### src/rtl/expression_evaluator_pkg.sv
// Shared definitions for the RPN expression evaluator and the fixed-point ALU:
// token kinds, ALU op codes and the sequencer state encoding.
package expression_evaluator_pkg;

    localparam logic [1:0] TOK_CONST = 2'd0;
    localparam logic [1:0] TOK_X     = 2'd1;
    localparam logic [1:0] TOK_OP    = 2'd2;
    localparam logic [1:0] TOK_END   = 2'd3;

    localparam logic [2:0] ALU_ADD = 3'd0;
    localparam logic [2:0] ALU_SUB = 3'd1;
    localparam logic [2:0] ALU_MUL = 3'd2;

    typedef enum logic [2:0] {
        ST_IDLE,
        ST_FETCH,
        ST_ISSUE,
        ST_WAIT,
        ST_DRAIN,
        ST_FINISH
    } state_t;

    // Codes above MUL are reserved and make the evaluation fail.
    function automatic logic op_supported(input logic [2:0] code);
        return code <= ALU_MUL;
    endfunction

endpackage

### src/rtl/expression_evaluator_operand_stack.sv
// Operand stack: register array with push, pop-two/push-one replace, clear,
// and depth/full reporting. Exposes the top two entries combinationally.
module operand_stack #(
    parameter int WIDTH = 16,
    parameter int DEPTH = 8,
    localparam int DW = $clog2(DEPTH + 1)
) (
    input  logic             clk,
    input  logic             rst_n,
    input  logic             clear,
    input  logic             push,
    input  logic [WIDTH-1:0] push_data,
    input  logic             replace,
    input  logic [WIDTH-1:0] replace_data,
    output logic [DW-1:0]    depth,
    output logic             full,
    output logic [WIDTH-1:0] top,
    output logic [WIDTH-1:0] second
);
    localparam int AW = $clog2(DEPTH);
    localparam logic [DW-1:0] ONE = DW'(1);
    localparam logic [DW-1:0] TWO = DW'(2);
    localparam logic [DW-1:0] CAP = DW'(DEPTH);

    logic [WIDTH-1:0] mem [DEPTH];
    logic [DW-1:0]    top_idx;
    logic [DW-1:0]    second_idx;
    logic             do_push;

    assign full       = (depth == CAP);
    assign do_push    = push && !full;
    assign top_idx    = depth - ONE;
    assign second_idx = depth - TWO;

    // Empty slots read as zero so the ALU operand outputs are clean after reset.
    assign top    = (depth >= ONE) ? mem[top_idx[AW-1:0]]    : '0;
    assign second = (depth >= TWO) ? mem[second_idx[AW-1:0]] : '0;

    // Payload entries carry no reset; anything at or above depth is never read.
    always_ff @(posedge clk) begin
        if (do_push) begin
            mem[depth[AW-1:0]] <= push_data;
        end else if (replace) begin
            mem[second_idx[AW-1:0]] <= replace_data;
        end
    end

    // Stack pointer: push grows, replace consumes two and leaves one.
    always_ff @(posedge clk or negedge rst_n) begin
        if (!rst_n) begin
            depth <= '0;
        end else if (clear) begin
            depth <= '0;
        end else if (do_push) begin
            depth <= depth + ONE;
        end else if (replace) begin
            depth <= depth - ONE;
        end
    end

endmodule

### src/rtl/expression_evaluator.sv
// Postfix token sequencer: pushes operands, hands each operator to the
// fixed-point ALU over its start/done handshake and returns f(x).
//
// state  | meaning
// IDLE   | done=1, waiting for start
// FETCH  | accepting tokens, pushing operands / checking operators
// ISSUE  | waiting for alu_done, then one alu_start pulse
// WAIT   | ALU busy; first cycle ignores alu_done, then write back
// DRAIN  | error seen, discarding tokens up to END
// FINISH | result_valid pulse
module expression_evaluator
    import expression_evaluator_pkg::*;
#(
    parameter int INTEGER_PART_WIDTH    = 8,
    parameter int FRACTIONAL_PART_WIDTH = 8,
    parameter int STACK_DEPTH           = 8,
    localparam int NW = INTEGER_PART_WIDTH + FRACTIONAL_PART_WIDTH
) (
    input  logic          clk,
    input  logic          rst_n,
    input  logic          start,
    input  logic [NW-1:0] x,
    output logic          done,
    input  logic          token_valid,
    output logic          token_ready,
    input  logic [1:0]    token_kind,
    input  logic [NW-1:0] token_value,
    output logic          alu_start,
    input  logic          alu_done,
    output logic [2:0]    alu_op,
    output logic [NW-1:0] alu_a,
    output logic [NW-1:0] alu_b,
    input  logic [NW-1:0] alu_result,
    output logic          result_valid,
    output logic [NW-1:0] result,
    output logic          error
);
    localparam int DW = $clog2(STACK_DEPTH + 1);
    localparam logic [DW-1:0] DEPTH_ONE = DW'(1);
    localparam logic [DW-1:0] DEPTH_TWO = DW'(2);

    state_t        state_q;
    state_t        state_d;
    logic [NW-1:0] x_q;
    logic [2:0]    op_q;
    logic          wait_seen;

    logic          stk_clear;
    logic          stk_push;
    logic          stk_replace;
    logic [NW-1:0] stk_push_data;
    logic [DW-1:0] stk_depth;
    logic          stk_full;
    logic [NW-1:0] stk_top;
    logic [NW-1:0] stk_second;

    logic          tok_acc;
    logic [2:0]    op_code;
    logic          is_push_tok;

    assign tok_acc     = token_valid && token_ready;
    assign op_code     = token_value[2:0];
    assign is_push_tok = (token_kind == TOK_CONST) || (token_kind == TOK_X);

    operand_stack #(
        .WIDTH (NW),
        .DEPTH (STACK_DEPTH)
    ) u_stack (
        .clk          (clk),
        .rst_n        (rst_n),
        .clear        (stk_clear),
        .push         (stk_push),
        .push_data    (stk_push_data),
        .replace      (stk_replace),
        .replace_data (alu_result),
        .depth        (stk_depth),
        .full         (stk_full),
        .top          (stk_top),
        .second       (stk_second)
    );

    // Operands come straight from the stack registers, so they hold still
    // for the whole ISSUE/WAIT window without extra latching.
    assign alu_op        = op_q;
    assign alu_a         = stk_second;
    assign alu_b         = stk_top;
    assign stk_push_data = (token_kind == TOK_X) ? x_q : token_value;

    // State register.
    always_ff @(posedge clk or negedge rst_n) begin
        if (!rst_n) begin
            state_q <= ST_IDLE;
        end else begin
            state_q <= state_d;
        end
    end

    // Next-state decode.
    always_comb begin
        state_d = state_q;
        unique case (state_q)
            ST_IDLE: begin
                if (start) state_d = ST_FETCH;
            end
            ST_FETCH: begin
                if (tok_acc) begin
                    case (token_kind)
                        TOK_CONST, TOK_X: begin
                            if (stk_full) state_d = ST_DRAIN;
                        end
                        TOK_OP: begin
                            if (op_supported(op_code) && (stk_depth >= DEPTH_TWO)) begin
                                state_d = ST_ISSUE;
                            end else begin
                                state_d = ST_DRAIN;
                            end
                        end
                        default: state_d = ST_FINISH;
                    endcase
                end
            end
            ST_ISSUE: begin
                if (alu_done) state_d = ST_WAIT;
            end
            ST_WAIT: begin
                if (wait_seen && alu_done) state_d = ST_FETCH;
            end
            ST_DRAIN: begin
                if (tok_acc && (token_kind == TOK_END)) state_d = ST_FINISH;
            end
            ST_FINISH: state_d = ST_IDLE;
            default:   state_d = ST_IDLE;
        endcase
    end

    // Per-state outputs and stack controls.
    always_comb begin
        done         = 1'b0;
        token_ready  = 1'b0;
        alu_start    = 1'b0;
        result_valid = 1'b0;
        stk_clear    = 1'b0;
        stk_push     = 1'b0;
        stk_replace  = 1'b0;
        unique case (state_q)
            ST_IDLE: begin
                done      = 1'b1;
                stk_clear = start;
            end
            ST_FETCH: begin
                token_ready = 1'b1;
                stk_push    = token_valid && is_push_tok;
            end
            ST_ISSUE:  alu_start    = alu_done;
            ST_WAIT:   stk_replace  = wait_seen && alu_done;
            ST_DRAIN:  token_ready  = 1'b1;
            ST_FINISH: result_valid = 1'b1;
            default: ;
        endcase
    end

    // Captured abscissa, latched op code, WAIT-age flag, result and error.
    always_ff @(posedge clk or negedge rst_n) begin
        if (!rst_n) begin
            x_q       <= '0;
            op_q      <= ALU_ADD;
            wait_seen <= 1'b0;
            result    <= '0;
            error     <= 1'b0;
        end else begin
            // Low in the first WAIT cycle, where the ALU's done is still stale.
            wait_seen <= (state_q == ST_WAIT);
            if ((state_q == ST_IDLE) && start) begin
                x_q    <= x;
                result <= '0;
                error  <= 1'b0;
            end
            if ((state_q == ST_FETCH) && tok_acc) begin
                case (token_kind)
                    TOK_CONST, TOK_X: begin
                        if (stk_full) error <= 1'b1;
                    end
                    TOK_OP: begin
                        if (op_supported(op_code) && (stk_depth >= DEPTH_TWO)) begin
                            op_q <= op_code;
                        end else begin
                            error <= 1'b1;
                        end
                    end
                    default: begin
                        if (stk_depth == DEPTH_ONE) begin
                            result <= stk_top;
                        end else begin
                            result <= '0;
                            error  <= 1'b1;
                        end
                    end
                endcase
            end
            if ((state_q == ST_DRAIN) && tok_acc && (token_kind == TOK_END)) begin
                result <= '0;
                error  <= 1'b1;
            end
        end
    end

endmodule

### config.mk
export PLATFORM = sky130hd
export DESIGN_NAME = expression_evaluator
export DESIGN_NICKNAME = d
export VERILOG_FILES = /design/src/rtl/expression_evaluator_pkg.sv /design/src/rtl/expression_evaluator_operand_stack.sv /design/src/rtl/expression_evaluator.sv
export SDC_FILE = /design/constraint.sdc
export NUM_CORES = 1
export LEC_CHECK = 0
export ABC_AREA = 1
export BUFFER_PORTS_ARGS = -buffer_cell sky130_fd_sc_hd__buf_2
export CAP_MARGIN = 15
export CORE_MARGIN = 2
export CORE_UTILIZATION = 38
export CTS_CLUSTER_DIAMETER = 100
export DETAILED_ROUTE_END_ITERATION = 8
export PLACE_DENSITY = 0.59
export SLEW_MARGIN = 20
export SYNTH_ARGS = -nofsm -noshare
export SYNTH_HDL_FRONTEND = slang
export SYNTH_HIERARCHICAL = 1
export SYNTH_SLANG_ARGS = --single-unit
### constraint.sdc
create_clock -name clk -period 5.2 [get_ports clk]
set_clock_uncertainty 0.2 [all_clocks]
set_input_delay 0.26 -clock clk [delete_from_list [all_inputs] [get_ports clk]]
set_output_delay 0.26 -clock clk [all_outputs]
set_load 0.05 [all_outputs]
==> flow_summary.yaml <==
outcome:
  status: "finished, final reports clean"
yosys:
  seq_area_frac_synth_pct: 53.8
  yosys-top-cells-count: "nand2_1, nand3_1, edfxtp_1"
  yosys.area_share.adder_pct: 1.09
  muxShareOfSynthArea_pct: 1.84
  syn-cell-area_mm2: 0.00919
  synth_fp_nets: 1121
  ys.flop_type: "edfxtp_1"
  synth_top_family_by_area: "simple AND/OR/NAND/NOR gates"
  synth_compound_area_share_pct: 9.43
  yosysWarnings: 6
  yosys_register_bits: 172
  synthCells: 1058
  synth_area_leaders: "edfxtp_1, nand2_1, dfrtp_1"
  synthXorXnorAreaFrac_pct: 0.367
  post-synth-top-area-fraction_pct: 41.8
  avgSynthCellArea_um2: 8.69
  yosysMostFrequentCell: "nand2_1"
  yosysTopAreaCell: "edfxtp_1"
  synth_edf_count: 128
  ys_types: 34
  async_flop_share_pct: 25.6
  synth-simple-area-share_pct: 26.9
pwr:
  p_per_area_mw_per_mm2: 706
  ir_drop_uv: 972
  leakagePower_nw: 4.73
min_path:
  hold_path.class: "input port to flip-flop"
place:
  gp_routability_congestion: 0.845
  portBuffers: 110
  place_inst: 1442
  hpwl_um: 16800
clocking:
  max-clock-path-buffers: 2
  root_buffer: "clkbuf_16"
  clock_latency_ns: 0.43
  cts_tree: "done"
  post_cts_buffers: 0
  cts-htree-levels: 4
  clk_pin_slew_ns: 0.07
  cts.sinks: 172
  cts_made_buffers: 17
drt:
  drt_wl_total_um: 25900
  drt.antenna.violating_nets: 0
  via_per_inst: 5.19
  drc: 0
  drtIter0Drc: 827
  vias: 7759
  routedWlPerCell_um: 17.3
  drt_pass1_iterations: 5
worst_setup_path:
  critPathRequiredTime_ns: 4.74
  cp_max_fo: 78
  end_kind: "primary output"
  critical_path_arrival_ns: 3.69
  crit_path_start_kind: "flip-flop"
  crit_type: "flip-flop to primary output"
global_routing:
  grt_util_met2_pct: 34.5
  grt_first_pass_wirelength_um: 40600
  antenna_found_initial: 0
  grt_max_degree: 92
  met3_usage_pct: 3.96
  grt_pass1_vias: 7422
  grt_usage_pct: 20.4
  grt.overflow.total: 0
  use_met1_pct: 26.5
  grt_most_used_layer: "met2"
sta:
  fin_tns_setup_ns: 0
  final-hold-violation-count: 0
  max_freq_mhz: 241
  drv_slew: 0
  fin_crit_sh_pct: 79.8
  tightest_slew_ns: 1.11
  rsz0062_at_grt: "false"
  layout_min_cycle_time_ns: 4.15
  relSlewSlack_pct: 26.1
  setup_viol: 0
layout:
  layout.area.seq_mm2: 0.00495
  nNetsFinal: 1225
  area_growth_pct: 17.2
  nFillCells: 2283
  instances_no_fill: 1494
  antenna_cells: 0
  final_layout_size_suffix_gt1_share_pct: 18.1
  multi_input_area_mm2: 0.00364
die:
  die_w_um: 160
  num_rows: 56
  start_util_pct: 38.9
  io_pins: 111
  die_y_um: 160
  fp.dieArea_mm2: 0.0255
  core_mm2: 0.0236
flow_run:
  maxCapViolCount: 0
-- per-stage QoR --
| step | hold slack, ns | setup WS [ns] | utilization [%] | power, mW | cell area, um^2 |
|---|---|---|---|---|---|
| floorplan | -0.236 | 2.01 | - | 5.19 | 9190 |
| global placement | 0.185 | 1.69 | 42.3 | 6.31 | 9980 |
| detailed placement | 0.181 | 1.63 | 42.3 | 6.33 | 9980 |
| CTS | 0.0194 | 1.13 | 45.6 | 7.63 | 10800 |
| global route | 0.0487 | 0.901 | 45.6 | 8.05 | 10800 |
| finish | 0.0409 | 1.05 | 45.6 | 7.61 | 10800 |
-- cells in the final DEF (no fill, tap or decap), types with 15 or more instances in the layout --
master / instances
nand2_1: 364
nor2_1: 60
nand3_1: 132
inv_1: 74
edfxtp_1: 128
clkbuf_16: 19
dlygate4sd3_1: 20
buf_4: 20
dfrtp_1: 43
mux2_2: 15
buf_2: 110
nand2_2: 15
a21oi_1: 43
o211ai_1: 64
-- critical path, stage by stage (launching register included) --
cell and delay [ns]:
dfrtp_4 0.90, inv_2 0.14, ha_1 0.34, inv_1 0.55
buf_4 0.39, o211ai_1 0.13, nand3_1 0.11, nand2_1 0.06
nor2_1 0.26, buf_2 0.32
-- registers in the layout, indices dropped and copies added, names as in the netlist --
signal / flops
x_q: 16
u_stack/mem: 128
alu_op: 3
wait_seen: 1
error: 1
result: 16
state_q: 3
u_stack/depth: 4
-- report_power, final --
group          switching, mW  internal, mW  total [mW]  leakage [nW]
combinational           3.45          1.07        4.52          2.71
clock                  0.530         0.744        1.27         0.295
sequential             0.159          1.66        1.82          1.73
-- cell type report --
type                       instances  area share, %
clock inverter                     8          0.755
clock buffer                      24           4.77
multi-input combinational        743           33.8
sequential                       172           45.9
tap                              319           3.70
timing repair buffer             150           8.36
inverter                          78           2.72
-- routing by layer --
layer / share of wire, % / vias up
met5: 0 / -
met4: 2.1 / 0
met2: 48 / 291
li1: - / 3754
met3: 6.1 / 52
met1: 43 / 3662
-- kinds of logic (layout without fill, tap and decap cells) --
| family | count (synthesis) | in the layout |
|---|---|---|
| buffers and inverters | 143 | 260 |
| DFF | 172 | 172 |
| adders and majority gates | 8 | 8 |
| and+or+nand+nor | 585 | 585 |
| muxes | 15 | 15 |
| xor gates and xnor gates | 3 | 3 |
| AOI/OAI and AO/OA | 132 | 132 |
-- path summary, 6_finish.rpt --
check                            startpoint           endpoint  slack (ns)  depth (start not counted)
max reg2reg                u_stack/depth[0]  u_stack/mem[1][3]        1.59                         10
max in group asynchronous             rst_n   u_stack/depth[0]        4.09                          3
max                        u_stack/depth[0]          alu_b[11]        1.05                          9
min                             token_valid              error        0.04                          5
min reg2reg                         x_q[11]            x_q[11]        0.28                          2
min in group asynchronous             rst_n         state_q[2]        0.25                          3
-- what timing repair did --
action | 4_1_cts | 5_1_grt
gates resized for setup | 0 | 0
endpoints found under the setup margin | 0 | 0
hold buffers | 20 | 0
hold endpoints to repair | 63 | 0
(Power assumes the default switching activity.)
